### config.mk
export PLATFORM = sky130hd
export DESIGN_NAME = tile_spawner
export DESIGN_NICKNAME = d
export VERILOG_FILES = /design/src/rtl/tile_spawner.sv
export SDC_FILE = /design/constraint.sdc
export NUM_CORES = 1
export LEC_CHECK = 0
export ABC_CLOCK_PERIOD_IN_PS = 33700
export CAP_MARGIN = 0
export CORE_AREA = 2 2 279 281
export CTS_CLUSTER_SIZE = 20
export DETAILED_ROUTE_END_ITERATION = 7
export DIE_AREA = 0 0 281 283
export DONT_BUFFER_PORTS = 1
export SYNTH_ARGS = -nofsm -noshare
export SYNTH_HDL_FRONTEND = slang
export SYNTH_SLANG_ARGS = --single-unit
### constraint.sdc
create_clock -name clk -period 33.7 [get_ports clk]
set_input_delay 10.11 -clock clk [delete_from_list [all_inputs] [get_ports clk]]
set_output_delay 10.11 -clock clk [all_outputs]
set_load 0.01 [all_outputs]
### src/rtl/tile_spawner.sv
`default_nettype none
// ============================================================================
// Module      : tile_spawner
// Description : 2048 post-move stage. Counts the empty cells on a board
//               snapshot and writes a new 2/4 tile into an LFSR-selected
//               empty cell. The optional TILE_SPAWN_DEBUG_EN macro adds
//               ports that load the LFSR directly.
// Revision    : 1.0 - initial release
// ============================================================================
module tile_spawner #(
    parameter logic [15:0] LFSR_SEED = 16'hACE1,
    parameter logic [3:0]  FOUR_THR  = 4'd1
) (
    input  logic                  clk,
    input  logic                  rst,
`ifdef TILE_SPAWN_DEBUG_EN
    input  logic                  dbg_lfsr_load,
    input  logic [15:0]           dbg_lfsr_value,
`endif
    input  logic                  start,
    input  logic                  changed,
    input  logic [3:0][3:0][11:0] matrix_in,
    output logic [3:0][3:0][11:0] matrix_out,
    output logic                  busy,
    output logic                  done,
    output logic                  spawned,
    output logic                  full,
    output logic [1:0]            spawn_row,
    output logic [1:0]            spawn_col
);

    typedef enum logic [2:0] {
        S_IDLE   = 3'd0,
        S_COUNT  = 3'd1,
        S_REDUCE = 3'd2,
        S_PLACE  = 3'd3,
        S_DONE   = 3'd4
    } state_t;

    localparam logic [15:0] C_TAPS = 16'hB400;

    state_t                  r_state;
    logic [15:0]             r_lfsr;
    logic [7:0]              r_rnd;
    logic [3:0][3:0][11:0]   r_board;
    logic [3:0]              r_k;
    logic [4:0]              r_cnt;
    logic [4:0]              r_tgt;

    logic [15:0]             w_lfsr_adv;
    logic [15:0]             w_lfsr_d;
    logic [7:0]              w_snap;
    logic                    w_cell_empty;
    logic [4:0]              w_cnt_next;
    logic [4:0]              w_tgt_sub;
    logic [4:0]              w_rnd_lo;
    logic [11:0]             w_new_val;
    logic [3:0][3:0][11:0]   w_board_new;

    assign w_lfsr_adv = {1'b0, r_lfsr[15:1]} ^ (r_lfsr[0] ? C_TAPS : 16'h0000);

`ifdef TILE_SPAWN_DEBUG_EN
    // A debug load in the start cycle bypasses the LFSR register entirely.
    assign w_lfsr_d = dbg_lfsr_load ? dbg_lfsr_value : w_lfsr_adv;
    assign w_snap   = dbg_lfsr_load ? dbg_lfsr_value[7:0] : r_lfsr[7:0];
`else
    assign w_lfsr_d = w_lfsr_adv;
    assign w_snap   = r_lfsr[7:0];
`endif

    assign w_cell_empty = (r_board[r_k[3:2]][r_k[1:0]] == 12'd0);
    assign w_cnt_next   = r_cnt + {4'd0, w_cell_empty};
    assign w_tgt_sub    = r_tgt - r_cnt;
    assign w_rnd_lo     = {1'b0, r_rnd[3:0]};
    assign w_new_val    = (r_rnd[7:4] < FOUR_THR) ? 12'd4 : 12'd2;

    always_comb begin
        w_board_new = r_board;
        w_board_new[r_k[3:2]][r_k[1:0]] = w_new_val;
    end

    always_ff @(posedge clk or posedge rst) begin
        if (rst) begin
            r_state    <= S_IDLE;
            r_lfsr     <= LFSR_SEED;
            r_rnd      <= 8'd0;
            r_board    <= '0;
            r_k        <= 4'd0;
            r_cnt      <= 5'd0;
            r_tgt      <= 5'd0;
            matrix_out <= '0;
            busy       <= 1'b0;
            done       <= 1'b0;
            spawned    <= 1'b0;
            full       <= 1'b0;
            spawn_row  <= 2'd0;
            spawn_col  <= 2'd0;
        end else begin
            r_lfsr <= w_lfsr_d;
            done   <= 1'b0;
            case (r_state)
                S_IDLE: begin
                    if (start) begin
                        r_board <= matrix_in;
                        r_rnd   <= w_snap;
                        spawned <= 1'b0;
                        full    <= 1'b0;
                        busy    <= 1'b1;
                        r_k     <= 4'd0;
                        r_cnt   <= 5'd0;
                        if (!changed) begin
                            matrix_out <= matrix_in;
                            done       <= 1'b1;
                            r_state    <= S_DONE;
                        end else begin
                            r_state <= S_COUNT;
                        end
                    end
                end
                S_COUNT: begin
                    r_cnt <= w_cnt_next;
                    r_k   <= r_k + 4'd1;
                    if (r_k == 4'd15) begin
                        if (w_cnt_next == 5'd0) begin
                            full       <= 1'b1;
                            matrix_out <= r_board;
                            done       <= 1'b1;
                            r_state    <= S_DONE;
                        end else begin
                            // Skip REDUCE when the raw index is already in range.
                            r_tgt   <= w_rnd_lo;
                            r_state <= (w_rnd_lo >= w_cnt_next) ? S_REDUCE : S_PLACE;
                        end
                    end
                end
                S_REDUCE: begin
                    r_tgt <= w_tgt_sub;
                    if (w_tgt_sub < r_cnt) begin
                        r_k     <= 4'd0;
                        r_state <= S_PLACE;
                    end
                end
                S_PLACE: begin
                    r_k <= r_k + 4'd1;
                    if (w_cell_empty) begin
                        if (r_tgt == 5'd0) begin
                            r_board    <= w_board_new;
                            matrix_out <= w_board_new;
                            spawn_row  <= r_k[3:2];
                            spawn_col  <= r_k[1:0];
                            spawned    <= 1'b1;
                            done       <= 1'b1;
                            r_state    <= S_DONE;
                        end else begin
                            r_tgt <= r_tgt - 5'd1;
                        end
                    end
                end
                S_DONE: begin
                    busy    <= 1'b0;
                    r_state <= S_IDLE;
                end
                default: begin
                    busy    <= 1'b0;
                    r_state <= S_IDLE;
                end
            endcase
        end
    end

endmodule
`default_nettype wire

==> metrics, run 1 <==
ys async rst share=100%; Worst-Skew Late Latency=about 620 ps; FILL cells=7742; CP top delay family=buffers and inverters; status=finished with violations; area delta synth->final=8.64%; Worst-Margin Slew=1560 ps; DP HPWL=67100 microns; Avg Cell Area, Syn=8.03 sq um; RSZ-0062 raised after global routing=no; Synth area leader=dfrtp_1; HP Class=reg -> reg; DRC violation count after routing=0; mapped cell area=roughly 27000 sq um; Die W=281 microns; Pleak=12.1 nW; CTS tree=built; FMAX=79.8 MHz; H-tree depth=2; Final Power=3.14 mW; Worst Path Required=34190 ps; WL final=105000 microns; Critical Path End Type=flip-flop; CP max stage delay=870 ps; Placed Area=between 20000 and 30000 sq um; Total GRT Usage=25.6%; initial cell density of the core=around 35%; period utilization=37.2%; initial antenna violation count=3; R2R Path Start=r_k[3]; syn nets=approximately 3500; Fin. Hold Viols=0; VDD IR max=0.000162 V; Final min period=12540 ps; Row Count=~100; Setup Buffers After CTS=0; WL/cell=25.5 microns; post-cts resize count=0; startpoint type of the worst setup path=primary input; max-slew violation count=66; top cells by area, synth=dfrtp_1, nand2_1, and3_1; min-delay src=r_lfsr[8]; Distinct cells, synth=64; Layout Cells excl Fill=4129; Inst Count DP=4031; EDFF count, synth=0; failing checks=max-slew violations; max-cap violations=0; Post-DRT Antenna Nets=0; I/O pin count=396; clk sinks=roughly 430; crit path max-delay cell type=buf_4; CTS clk-pin slew, worst paths=60 ps; IO Port Bufs=0; number of diodes=0; flops & latches, synth=~430; initial DRC count=2651; most frequent CP cell=buf_4; grt ovf=0; synthesis warning total=0; share of cells above drive strength 1=roughly 6.2%; sequential-to-total area share from yosys stat=roughly two fifths; post-route cell area=28800 sq um; hold path depth=0; CTS Hold Buffers Added=0; Core ar.=roughly 77000 sq um; Syn Inst Count=3305; Setup TNS=0 ps; CP bufs+invs=3; r2r endpoint=matrix_out[146]; WHS Endpoint=r_lfsr[7]; GP Congestion=0.831; final net count=3263; Via density=6.23; count leader, synth=nand2_1; critical-path cell list=inv_1 > o21ai_0 > a221oi_4 > buf_4 > buf_4 > nor3_1 > a211o_1 > a311o_1; Commonest cells post-synth=nand2_1, dfrtp_1, and3_1, clkbuf_1, nand3_1; CTS max path bufs=3; reg2reg setup slack=about 26000 ps; top_reg_cell synth=dfrtp_1; vias in the first global route=23600; CTS buffer count=54; total number of vias=25700; power density cells=109 nW/um^2; maximum fanout along the worst path=118; crit path DAT=13030 ps; Setup CP Type=in -> reg; clock root cell=clkbuf_16; largest net degree at the start of global routing=242; R2R depth=19; DIE HEIGHT=283 microns; first-pass GRT wire length=approximately 160000 microns; final setup fails=0; TritonRoute pass-1 iters=7; Die ar.=79500 sq um; max_slew headroom=-4.12%; top-area cell type share of the netlist area=40.1%; clock skew=24.1 ps
==> worst max-delay path by stage <==
stage / start / end / slack (ps) / cells past startpoint
floorplan: rst / busy / 11540 / 1
global placement: start / matrix_out[146] / 20570 / 8
detailed placement: start / matrix_out[146] / 20530 / 8
CTS: start / matrix_out[146] / 21190 / 8
global route: start / matrix_out[146] / 20930 / 8
finish: start / matrix_out[146] / 21160 / 8
==> worst reg2reg max path, stage by stage (launching register included) <==
cell and delay [ps]:
dfrtp_2 790, buf_4 540, or4b_1 490, nor4_1 800
a2111oi_0 200, o32a_1 230, o32a_2 380, inv_1 250
ha_1 240, ha_1 260, nor3_1 80, a31oi_1 150
nor4_1 70, buf_4 170, a221oi_4 290, buf_4 660
buf_4 910, nor3_1 130, a211o_1 300, a311o_1 260
==> metal layers <==
layer  share of wire [%]  vias to the layer above  wire length [microns]  global-route usage (%)
li1                    -                    11800                      -                       -
met1                  42                    12800                  44300                    34.3
met3                 8.7                      151                   9140                    6.96
met5               0.012                        -                     13                       0
met2                  46                      975                  48200                    39.8
met4                 3.6                        2                   3790                    8.64
==> per-stage QoR <==
step / worst slack, ps / hold slack, ps / util (%)
final: 21160 / 351 / 37.6
after global routing: 20930 / 366 / 37.6
after CTS: 21190 / 351 / 37.6
after detailed placement: 20530 / 337 / 35.2
after global placement: 20570 / 335 / 35.2
after floorplan: 11540 / 331 / -
==> cell families (layout without fill, tap and decap cells) <==
| kind of cell | Yosys count | count (layout) | synth area share [%] |
|---|---|---|---|
| compound gates | 717 | 717 | 18.1 |
| flops | 433 | 433 | 40.9 |
| xor+xnor | 13 | 13 | 0.429 |
| fa+ha+maj | 21 | 21 | 1.01 |
| buf+inv | 392 | 176 | 5.87 |
| mux | 9 | 9 | 0.363 |
| simple gates | 1720 | 1720 | 33.4 |
==> flip-flops by register name, indices dropped and copies added, names as in the netlist, 2 cells and up <==
register	cells
matrix_out	192
r_board	192
r_cnt	5
r_k	4
r_lfsr	16
r_rnd	8
r_state	3
r_tgt	5
spawn_col	2
spawn_row	2
==> cell type report <==
type / count / area (sq um) / area share [%]
multi-input combinational: 2480 / 14300 / 49.4
sequential: 433 / 10900 / 37.6
clock buffer: 78 / 1630 / 5.64
tap: 1040 / 1300 / 4.51
timing repair buffer: 58 / 485 / 1.68
clock inverter: 20 / 236 / 0.820
inverter: 20 / 82.6 / 0.286
==> cell usage in the layout, fill, tap and decap left out, drive strengths merged, types with 10 or more instances in the layout <==
cell type and n:
dfrtp 425, nor4 40, clkbuf 78, nand3 235
o22a 14, nor3 208, a21oi 209, or4 192
clkinv 13, nor2 73, nand2 581, ha 19
a31oi 17, o21ai 187, inv 19, buf 58
o41ai 10, o32a 32, a221oi 180, a311o 16
nor2b 17, and3 341
==> power breakdown <==
group / leakage, nW / total, mW / switching [mW] / internal, mW
clock: 0.918 / 0.619 / 0.248 / 0.371
sequential: 5.28 / 1.09 / 0.331 / 0.762
combinational: 5.90 / 1.42 / 0.961 / 0.461
total: 12.1 / 3.14 / 1.54 / 1.59
Note: power is estimated with default switching activity, not from simulation.
==> run 2, diff against run 1 <==
--- a/config.mk
+++ b/config.mk
@@ -5,7 +5,7 @@
 export SDC_FILE = /design/constraint.sdc
 export NUM_CORES = 1
 export LEC_CHECK = 0
-export ABC_CLOCK_PERIOD_IN_PS = 33700
+export ABC_CLOCK_PERIOD_IN_PS = 12000
 export CAP_MARGIN = 0
 export CORE_AREA = 2 2 279 281
 export CTS_CLUSTER_SIZE = 20
==> constraint.sdc (replaced) <==
create_clock -name clk -period 12 [get_ports clk]
set_input_delay 3.6 -clock clk [delete_from_list [all_inputs] [get_ports clk]]
set_output_delay 3.6 -clock clk [all_outputs]
set_load 0.01 [all_outputs]
==> run 2 against run 1 <==
The run now ends clean. Global-route usage up 0.060 points. Flip-flop and latch count unchanged. Setup slack worse by 16000 ps. Clock-buffer cell count down 7. Non-clock buffer count down 11. Combinational power rose to 2.8 times the previous value. Clock power rose to 2.7 times the previous value. Wire length up 0.39%. Hold slack better by 1.4 ps. Via count up 0.23%. Highest routed layer unchanged.
==> metrics, run 2 (synthesis results as in run 1) <==
sw frac=49.5%; Flop pwr share=35.6%; reg2reg setup slack=4910 ps; Layout Cells excl Fill=4113; critical-path cell list=nor2b_2 > o41ai_1 > nand2_1 > o32a_1 > o32a_2 > buf_4 > inv_1 > ha_1 > ha_1 > nor3_1 > a31oi_1 > nor4_1 > a221oi_4 > buf_4 > buf_4 > or4_1 > nand3_1; CTS tree=built; Row Count=around 100; CTS clk-pin slew, worst paths=60 ps; max-cap violations=0; post-cts resize count=0; Post-DRT Antenna Nets=0; crit path DAT=approximately 7600 ps; clock root cell=clkbuf_16; Setup TNS=0 ps; CTS max path bufs=3; clock skew=14.4 ps; largest net degree at the start of global routing=around 250; commonest non-fill, non-tap cells in the layout=nand2_1, dfrtp_1, and3_1; Fin. Hold Viols=0; Setup Buffers After CTS=0; final net count=around 3300; startpoint type of the worst setup path=flip-flop; Total GRT Usage=between 20% and 30%; DP HPWL=66500 microns; Worst-Margin Slew=between 1000 and 1500 ps; RSZ-0062 raised after global routing=no; H-tree depth=2; I/O pin count=a little under 400; TritonRoute pass-1 iters=6; GP Congestion=0.879; Final min period=between 7000 and 8000 ps; max_slew headroom=under 10%; Die W=281 microns; initial antenna violation count=5; grt ovf=0; WL final=106000 microns; Logic pwr share=45.4%; IO Port Bufs=0; Inst Count DP=4020; FMAX=141 MHz; Core ar.=76700 sq um; initial cell density of the core=between 30% and 40%; Pleak=around 12 nW; period utilization=59.1%; Worst Path Required=12530 ps; clk sinks=between 400 and 500; Setup CP Type=reg -> reg; maximum fanout along the worst path=109; commonest non-fill, non-tap cell in the layout=nand2_1; NetSw=4.31 mW; worst slack at placement=approximately 5100 ps; crit path max-delay cell type=nor4_1; Cell Int Power=4.40 mW; setup ws final=4910 ps; DIE HEIGHT=283 microns; DRC violation count after routing=0; final setup fails=0; Critical Path End Type=flip-flop; max-slew violation count=0; most frequent CP cell=buf_4; area delta synth->final=8.09%; power share of the clock group=between 10% and 20%; Top Registers=matrix_out (192), r_board (192), r_lfsr (16); Worst-Skew Late Latency=600 ps; CTS buffer count=53; status=finished clean; Fin Hold WS=~350 ps; HP Class=reg -> reg; first-pass GRT wire length=159000 microns; total number of vias=25800; initial DRC count=2803; Layout Utilization=37.4%; WL/cell=between 20 and 30 microns; VDD IR max=0.000287 V; Via density=6.27; vias in the first global route=around 24000; CTS Hold Buffers Added=0; share of cells above drive strength 1=5.73%; power density cells=303 nW/um^2; CP max stage delay=890 ps; Die ar.=79500 sq um
-- run 2: cell count changes in the layout (fill, tap and decap cells not counted), moves of 2 or more --
cell	change
buf_12	+5
buf_4	-16
diode_2	+2
clkbuf_1	-4
clkbuf_16	-4
-- run 2: metal layers --
layer | routed length [microns] | GRT usage (%)
met5 | 34 | 0
met4 | 3490 | 8.48
met3 | 9990 | 7.69
met2 | 49000 | 40.2
met1 | 43300 | 33.8
-- run 2: cell type report --
class / instances / area [sq um]
fillers: 7773 / 48000
multi-input cells: 2480 / 14300
repair buffers: 47 / 465
diodes: 2 / 5.00
flip-flops and latches: 433 / 10900
clock buffers: 71 / 1520
well taps: 1040 / 1300
clock inverters: 20 / 215
inverters: 20 / 78.8
-- run 2: final timing paths --
check | end | depth (start not counted) | start
max in group asynchronous | matrix_out[65] | 3 | rst
worst max register to register | matrix_out[72] | 17 | r_k[3]
worst max-delay path | matrix_out[72] | 17 | r_k[3]
worst min-delay path | r_lfsr[11] | 0 | r_lfsr[12]
min in group asynchronous | matrix_out[172] | 1 | rst
worst min register to register | r_lfsr[11] | 0 | r_lfsr[12]
-- run 2: critical path: cells and delay by family (launching register included) --
kind	cells	cell delay, ps
AND/OR/NAND/NOR	6	2760
flip-flops	1	730
AO/OA/AOI/OAI	5	980
adder cells (fa/ha/maj)	2	550
buffers and inverters	4	1810
-- run 2: power by group through the flow --
stage | Combinational, mW | Sequential [mW] | Clock (mW)
3_5_place_dp | 3.93 | 3.12 | 0
6_report | 3.95 | 3.10 | 1.65
3_3_place_gp | 3.87 | 3.12 | 0
4_1_cts | 3.94 | 3.11 | 1.68
5_1_grt | 4.38 | 3.18 | 1.73
2_1_floorplan | 3.01 | 2.70 | 0
-- run 2: metrics by stage --
stage	cell area, sq um	power (mW)
2_1_floorplan	26500	5.71
6_report	28700	8.70
3_3_place_gp	26900	6.99
5_1_grt	28700	9.30
4_1_cts	28700	8.73
3_5_place_dp	26900	7.05
